==> src/rtl/pc_sequencer_if.sv <==
// pc_sequencer_if: command and status bundle between the control unit and the PC sequencer.
interface pc_sequencer_if #(parameter int PC_W = 16);
  logic inc, write, jump, Z, jump_abs, loop_set, call, ret, err_clr;
  logic [PC_W-1:0] D, PC_result, loop_start;
  logic stack_full, stack_empty, err;
  modport master (
    output inc, write, jump, Z, jump_abs, loop_set, call, ret, err_clr, D,
    input  PC_result, loop_start, stack_full, stack_empty, err
  );
  modport slave (
    input  inc, write, jump, Z, jump_abs, loop_set, call, ret, err_clr, D,
    output PC_result, loop_start, stack_full, stack_empty, err
  );
endinterface

==> src/rtl/pc_sequencer.sv <==
// pc_sequencer: fetch-stage program counter with loop register, absolute jumps and a call/return stack.
module pc_sequencer #(
  parameter int PC_W = 16,
  parameter int STACK_DEPTH = 4,
  parameter int unsigned RESET_PC = 0,
  parameter int unsigned LOOP_DEFAULT = 3
) (
  input logic Clk,
  input logic Reset,
  pc_sequencer_if.slave bus
);
  localparam int SP_W = $clog2(STACK_DEPTH + 1);
  localparam int IW = STACK_DEPTH > 1 ? $clog2(STACK_DEPTH) : 1;
  logic [1:0] rs;
  logic en, full, empty, push, err_q, err_n;
  logic [PC_W-1:0] pc, pc_n, loop_q;
  logic [PC_W-1:0] stk [STACK_DEPTH];
  logic [SP_W-1:0] sp, sp_n, sp_m1;
  assign en = |rs;
  assign full = sp == SP_W'(STACK_DEPTH);
  assign empty = sp == '0;
  assign sp_m1 = sp - SP_W'(1);
  assign bus.PC_result = pc;
  assign bus.loop_start = loop_q;
  assign bus.stack_full = full;
  assign bus.stack_empty = empty;
  assign bus.err = err_q;
  // Reset assert is immediate; release ripples through the shift chain so state starts moving on the second edge.
  always_ff @(posedge Clk or negedge Reset)
    if (!Reset) rs <= '0;
    else rs <= {rs[0], 1'b1};
  always_comb begin
    pc_n = pc;
    sp_n = sp;
    push = 1'b0;
    err_n = err_q & ~bus.err_clr;
    if (bus.write) pc_n = bus.D;
    else if (bus.call) begin
      if (!full) begin
        push = 1'b1;
        sp_n = sp + SP_W'(1);
        pc_n = bus.D;
      end else err_n = 1'b1;
    end else if (bus.ret) begin
      if (!empty) begin
        pc_n = stk[sp_m1[IW-1:0]];
        sp_n = sp_m1;
      end else err_n = 1'b1;
    end else if (bus.jump && bus.Z) pc_n = bus.jump_abs ? bus.D : loop_q;
    else if (bus.inc) pc_n = pc + PC_W'(1);
  end
  always_ff @(posedge Clk or negedge Reset)
    if (!Reset) begin
      pc <= PC_W'(RESET_PC);
      loop_q <= PC_W'(LOOP_DEFAULT);
      sp <= '0;
      err_q <= 1'b0;
    end else if (en) begin
      pc <= pc_n;
      loop_q <= bus.loop_set ? pc : loop_q;
      sp <= sp_n;
      err_q <= err_n;
    end
  always_ff @(posedge Clk)
    if (en && push) stk[sp[IW-1:0]] <= pc + PC_W'(1);
endmodule

==> src/flat_wrapper.sv <==
// flat-port wrapper written by rule: the top's interface ports become plain ports
module pc_sequencer_flat 
#(
  parameter int PC_W = 16,
  parameter int STACK_DEPTH = 4,
  parameter int unsigned RESET_PC = 0,
  parameter int unsigned LOOP_DEFAULT = 3
)
  (Clk, Reset, bus_inc, bus_write, bus_jump, bus_Z, bus_jump_abs, bus_loop_set, bus_call, bus_ret, bus_err_clr, bus_D, bus_PC_result, bus_loop_start, bus_stack_full, bus_stack_empty, bus_err);
  pc_sequencer_if #(.PC_W(PC_W)) bus_i ();
  input logic Clk;
  input logic Reset;
  input wire logic [$bits(bus_i.inc)-1:0] bus_inc;
  input wire logic [$bits(bus_i.write)-1:0] bus_write;
  input wire logic [$bits(bus_i.jump)-1:0] bus_jump;
  input wire logic [$bits(bus_i.Z)-1:0] bus_Z;
  input wire logic [$bits(bus_i.jump_abs)-1:0] bus_jump_abs;
  input wire logic [$bits(bus_i.loop_set)-1:0] bus_loop_set;
  input wire logic [$bits(bus_i.call)-1:0] bus_call;
  input wire logic [$bits(bus_i.ret)-1:0] bus_ret;
  input wire logic [$bits(bus_i.err_clr)-1:0] bus_err_clr;
  input wire logic [$bits(bus_i.D)-1:0] bus_D;
  output wire logic [$bits(bus_i.PC_result)-1:0] bus_PC_result;
  output wire logic [$bits(bus_i.loop_start)-1:0] bus_loop_start;
  output wire logic [$bits(bus_i.stack_full)-1:0] bus_stack_full;
  output wire logic [$bits(bus_i.stack_empty)-1:0] bus_stack_empty;
  output wire logic [$bits(bus_i.err)-1:0] bus_err;
  assign bus_i.inc = bus_inc;
  assign bus_i.write = bus_write;
  assign bus_i.jump = bus_jump;
  assign bus_i.Z = bus_Z;
  assign bus_i.jump_abs = bus_jump_abs;
  assign bus_i.loop_set = bus_loop_set;
  assign bus_i.call = bus_call;
  assign bus_i.ret = bus_ret;
  assign bus_i.err_clr = bus_err_clr;
  assign bus_i.D = bus_D;
  assign bus_PC_result = bus_i.PC_result;
  assign bus_loop_start = bus_i.loop_start;
  assign bus_stack_full = bus_i.stack_full;
  assign bus_stack_empty = bus_i.stack_empty;
  assign bus_err = bus_i.err;
  pc_sequencer #(.PC_W(PC_W), .STACK_DEPTH(STACK_DEPTH), .RESET_PC(RESET_PC), .LOOP_DEFAULT(LOOP_DEFAULT)) u_core (.Clk(Clk), .Reset(Reset), .bus(bus_i));
endmodule
==> config.mk <==
export PLATFORM = sky130hd
export DESIGN_NAME = pc_sequencer_flat
export DESIGN_NICKNAME = d
export VERILOG_FILES = /design/src/rtl/pc_sequencer_if.sv /design/src/rtl/pc_sequencer.sv /design/src/flat_wrapper.sv
export SDC_FILE = /design/constraint.sdc
export NUM_CORES = 1
export LEC_CHECK = 0
export CAP_MARGIN = 20
export CORE_AREA = 2 2 144 146
export CTS_CLUSTER_DIAMETER = 50
export DETAILED_ROUTE_END_ITERATION = 8
export DIE_AREA = 0 0 146 148
export GPL_ROUTABILITY_DRIVEN = 1
export HOLD_SLACK_MARGIN = 0.06
export SLEW_MARGIN = 20
export SYNTH_ARGS = -nofsm -noshare
export SYNTH_HDL_FRONTEND = slang
export SYNTH_SLANG_ARGS = --single-unit
export TNS_END_PERCENT = 100
==> constraint.sdc <==
create_clock -name Clk -period 3.45 [get_ports Clk]
set_input_delay 1.035 -clock Clk [delete_from_list [all_inputs] [get_ports Clk]]
set_output_delay 1.035 -clock Clk [all_outputs]
set_load 0.01 [all_outputs]
Word-level counts from Yosys, hierarchy flattened
Memories as Yosys holds them, arrays and structs flattened.
Index checks and enable logic that the tools add are counted.
{"block": "classes", "addsub": 3, "n_eq_ne": 5, "mux": 22, "n_bitwise": 3, "n_reduce_logical": 9}
{"op": "two-way mux 16 bit", "n": 8}
{"op": "adder 16 x 1 -> 16 bit, second input constant", "n": 1}
{"op": "two-way mux 3 bit", "n": 4}
{"op": "two-way mux 1 bit", "n": 10}
{"op": "AND reduction 5 bit", "n": 1}
{"op": "nonzero test 5 bit", "n": 1}
{"op": "!= test 2 bit, second input constant", "n": 2}
{"op": "!= test 4 bit, second input constant", "n": 1}
{"op": "AND reduction 4 bit", "n": 1}
{"op": "adder 3 x 1 -> 3 bit, second input constant", "n": 1}
{"op": "equality test 3 bit, second input constant", "n": 1}
{"op": "logical NOT 3 bit", "n": 1}
{"op": "!= test 3 bit, second input constant", "n": 1}
{"op": "subtractor 3 x 1 -> 3 bit, second input constant", "n": 1}
{"op": "logical AND 1 bit", "n": 2}
{"op": "inverter 1 bit", "n": 2}
{"op": "AND reduction 2 bit", "n": 1}
{"op": "nonzero test 2 bit", "n": 1}
{"op": "OR reduction 2 bit", "n": 1}
{"op": "bitwise AND 1 bit", "n": 1}
{"block": "totals", "regBits": 38, "ramBits": 64, "mem_count": 1}
{"name": "u_core.stk", "words": 4, "word_bits": 16, "read_ports": 1, "rd_ports_with_merged_regs": 0, "write_ports": 1, "line": "pc_sequencer.sv:17", "text": "logic [PC_W-1:0] stk [STACK_DEPTH];"}

Logic depth before layout (Yosys ltp)
{"block": "logic_depth", "word_depth": 7, "ltp_mapped": 11, "ltp_nobuf": 7}

Worst setup path after synthesis
Ideal clock, no wire load.
{"block": "synth_path", "path_type": "register to register", "from": "register u_core.sp[0]", "to": "memory u_core.stk[1][0], enable pin", "t_arrival_ns": 2.270, "required_ns": 3.061, "slack_ns": 0.792, "path_stages_with_launch": 8, "path_buffers": 2, "synth_period_minus_slack_ns": 2.658, "path_cell_list": "dfrtp_1 buf_4 buf_2 inv_1 ha_1 and2_1 nand3b_1 nor2_1"}
{"block": "synth_via", "elab_chain_cells": 7}
{"item": "from (decl)", "line": "pc_sequencer.sv:18", "text": "logic [SP_W-1:0] sp, sp_n, sp_m1;"}
{"item": "from (signal assigned)", "line": "pc_sequencer.sv:61", "text": "sp <= sp_n;"}
{"item": "equality test 3 bit", "line": "pc_sequencer.sv:20", "text": "assign full = sp == SP_W'(STACK_DEPTH);"}
{"item": "net bus_stack_full", "line": "flat_wrapper.sv:25", "text": "output wire logic [$bits(bus_i.stack_full)-1:0] bus_stack_full;"}
{"item": "two-way mux 1 bit", "line": "pc_sequencer.sv:39", "text": "if (!full) begin"}
{"item": "two-way mux 1 bit", "line": "pc_sequencer.sv:38", "text": "else if (bus.call) begin"}
{"item": "two-way mux 1 bit", "line": "pc_sequencer.sv:37", "text": "if (bus.write) pc_n = bus.D;"}
{"item": "logical AND 1 bit", "line": "pc_sequencer.sv:65", "text": "if (en && push) stk[sp[IW-1:0]] <= pc + PC_W'(1);"}
{"item": "two-way mux 1 bit", "line": "pc_sequencer.sv:65"}
{"item": "two-way mux 1 bit (implied by the code)", "line": "pc_sequencer.sv:65"}
{"item": "to (decl)", "line": "pc_sequencer.sv:17"}
The timed path passes the listed nets, and every way through them passes these cells.

Worst setup path after layout
{"block": "layout_path", "from": "register u_core.sp[0]", "to": "output port bus_stack_empty"}
{"block": "layout_via", "elab_chain_cells": 1}
{"item": "logical NOT 3 bit", "line": "pc_sequencer.sv:21", "text": "assign empty = sp == '0;"}
{"item": "to (decl)", "line": "flat_wrapper.sv:26", "text": "output wire logic [$bits(bus_i.stack_empty)-1:0] bus_stack_empty;"}
No other way between the ends.

==> flow_summary.json <==
{
  "status": "finished clean",
  "syn_nets": 412,
  "internal_power_w": 0.00287,
  "totalWireLength_mm": 12.7,
  "synth.distinct_cells": 52,
  "antenna_cells": 0,
  "fin_crit_ps": 2870,
  "drive_above_1_share_pct": 15.0,
  "initial_utilization_pct": 24.5,
  "cp-start-kind": "flop",
  "grt_pass1_wl_mm": 19.9,
  "clock_power_share_pct": 23.8,
  "ios": 62,
  "portBuffers": 61,
  "maxCapViolCount": 0,
  "post-place-ws_ps": 418,
  "end_kind": "output port",
  "synth_edf_count": 64,
  "synth_top_area_share_pct": 39.2,
  "root_buffer": "clkbuf_16",
  "pwr-share-seq_pct": 41.8,
  "yosysMostFrequentCell": "edfxtp_1",
  "hold_depth": 0,
  "rsz0062_at_grt": "false",
  "htree_levels": 3,
  "report.final.slew_viol_count": 0,
  "fin_cells": 718,
  "via_per_inst": 4.74,
  "p_sw_w": 0.00136,
  "core_mm2": 0.0200,
  "fp.dieW_um": 146,
  "pwr_density_cell_mw_per_mm2": 688,
  "synth_common_cells": "edfxtp_1, dfrtp_1, nand2_1",
  "cts_num_sinks": 102,
  "worstSetupPathType": "reg -> out",
  "cts_tree": "built",
  "wire_per_inst_um": 17.6,
  "grt_overflow_total": 0,
  "netlist_top_cells_area": "edfxtp_1, dfrtp_1, mux4_2, mux2_2, nand2_1",
  "drtAntennaViolNets": 0,
  "fin_skew_ps": 10.4,
  "required_ps": 2410,
  "setup_violations": 0,
  "first_pass_iters": 5,
  "fmax_mhz": 349,
  "die_y_um": 148,
  "async_reset_ff_share_pct": 37.3,
  "cts_setup_buffers": 0,
  "cts_hold_buffers": 0,
  "synth_ff_type": "edfxtp_1",
  "grt_max_degree": 39,
  "first_iter_violations": 214,
  "yosys.area.top_type": "edfxtp_1",
  "ir_drop_uv": 301,
  "r2r_cells": 7,
  "path_max_fanout": 4,
  "layout.nets": 476,
  "die-area_mm2": 0.0216,
  "syn_area_mm2": 0.00491,
  "hold_class": "reg -> reg",
  "antenna_found_initial": 0,
  "syn-instance-count": 379,
  "finalHoldViolCount": 0,
  "num_vias": 3405,
  "cts_buffers": 9,
  "p_sw_share_pct": 32.1,
  "drc_errors": 0,
  "ys_seq_elements": 102,
  "clk_path_buf_depth": 2,
  "grtUsageTotal_pct": 12.0,
  "setup_ws_ps": 581,
  "worst_slew_pin_slew_ps": 982,
  "first_global_vias": 3413,
  "clkTransAtPathRegs_ps": 70,
  "place_inst": 702,
  "clk-insertion-delay-late_ps": 350,
  "cts_resized": 0,
  "syn2layout_area_growth_pct": 25.1,
  "p_leak_nw": 2.20,
  "arrival_ps": 1830,
  "tns_ps": 0,
  "syn_area_per_cell_um2": 13.0,
  "ys_warn_count": 0,
  "combPwrFrac_pct": 34.4,
  "synth-seq-area-share_pct": 58.6,
  "hpwl_mm": 8.58,
  "fin_crit_sh_pct": 83.2,
  "routabilityCongestion": 0.799,
  "rows": 52,
  "max_slew_margin_pct": 34.5
}
==> flip-flops by register name, summed over array words and instances (netlist names) <==
name / flops
u_core.bus.err: 1
u_core.rs: 2
u_core.bus.loop_start: 16
u_core.stk: 64
u_core.sp: 3
u_core.bus.PC_result: 16
==> kinds of logic after synthesis <==
logic type	count (synthesis)	synth area share, %
simple gates	107	10.0
flops	102	58.6
compound gates	70	10.2
mux	43	13.2
buf+inv	33	3.29
xor+xnor	17	3.03
fa+ha+maj	6	1.53
other cells	1	0.0764
==> layer usage <==
metal	global-route usage (%)	vias up	wire length, um
li1	-	1551	-
met1	16.3	1726	5930
met2	19.3	112	5960
met3	2.90	16	630
met4	3.01	0	138
met5	0	-	0
==> worst paths after layout <==
| check | slack [ps] | endpoint | from |
|---|---|---|---|
| max | 580 | bus_stack_empty | u_core.sp[0]$_DFFE_PN0P_ |
| min | 390 | u_core.rs[1]$_DFF_PN0_ | u_core.rs[0]$_DFF_PN0_ |
| max reg2reg | 1050 | u_core.bus.PC_result[12]$_DFFE_PN0P_ | u_core.sp[1]$_DFFE_PN0P_ |
| min reg2reg | 390 | u_core.rs[1]$_DFF_PN0_ | u_core.rs[0]$_DFF_PN0_ |
| max in group asynchronous | 1990 | u_core.bus.loop_start[2]$_DFFE_PN0P_ | Reset |
| min in group asynchronous | 830 | u_core.bus.loop_start[13]$_DFFE_PN0P_ | Reset |
==> worst max-delay path: stages (launching register included) <==
cell and delay [ps]:
dfrtp_1 390, inv_1 140, ha_1 180, inv_1 70, nor2_1 140, clkdlybuf4s50_1 560
==> stage by stage <==
| step | instance area [um^2] | utilization [%] | hold WS [ps] | total power [W] |
|---|---|---|---|---|
| after floorplan | 4910 | - | 367 | 0.00265 |
| after global placement | 5850 | 29.2 | 382 | 0.00322 |
| after detailed placement | 5850 | 29.2 | 381 | 0.00327 |
| after CTS | 6140 | 30.7 | 395 | 0.00428 |
| after global routing | 6140 | 30.7 | 409 | 0.00446 |
| final | 6140 | 30.7 | 392 | 0.00423 |
==> placed cells by master, fill, tap and decap left out, types with 3 or more instances in the layout <==
master / netlist / final
ha_1: 6 / 6
edfxtp_1: 64 / 64
o31ai_1: 5 / 5
or3_1: 3 / 3
clkbuf_16: 0 / 9
a31oi_1: 6 / 6
dfrtp_1: 36 / 36
clkdlybuf4s50_1: 0 / 60
mux2i_1: 12 / 12
nand2_1: 36 / 36
o21ai_0: 18 / 18
nor3_1: 5 / 5
o211ai_1: 3 / 3
mux2_2: 15 / 15
xnor2_1: 8 / 8
nor2b_1: 4 / 4
buf_4: 1 / 14
a211oi_1: 6 / 6
and2_1: 4 / 4
mux4_2: 16 / 16
a22o_1: 4 / 4
a21oi_1: 8 / 8
inv_1: 10 / 10
nand2b_1: 5 / 5
nor2_1: 33 / 33
nand3_1: 5 / 5
xor2_1: 9 / 9
o311ai_0: 6 / 6
==> power groups by stage <==
stage          sequential, W  clock, W  combinational (W)
6_report             0.00177   0.00101            0.00145
5_1_grt              0.00180   0.00107            0.00159
4_1_cts              0.00177   0.00103            0.00148
3_5_place_dp         0.00179         0            0.00148
3_3_place_gp         0.00178         0            0.00144
2_1_floorplan        0.00177         0           0.000878
==> area by class of cell <==
class,instances,area (um^2)
fillers,2099,13900
clock buffers,9,225
repair buffers,76,731
inverters,10,37.5
multi-input cells,244,1870
well taps,270,338
clock inverters,7,63.8
flip-flops and latches,102,2880
Note: power is estimated with default switching activity, not from simulation.
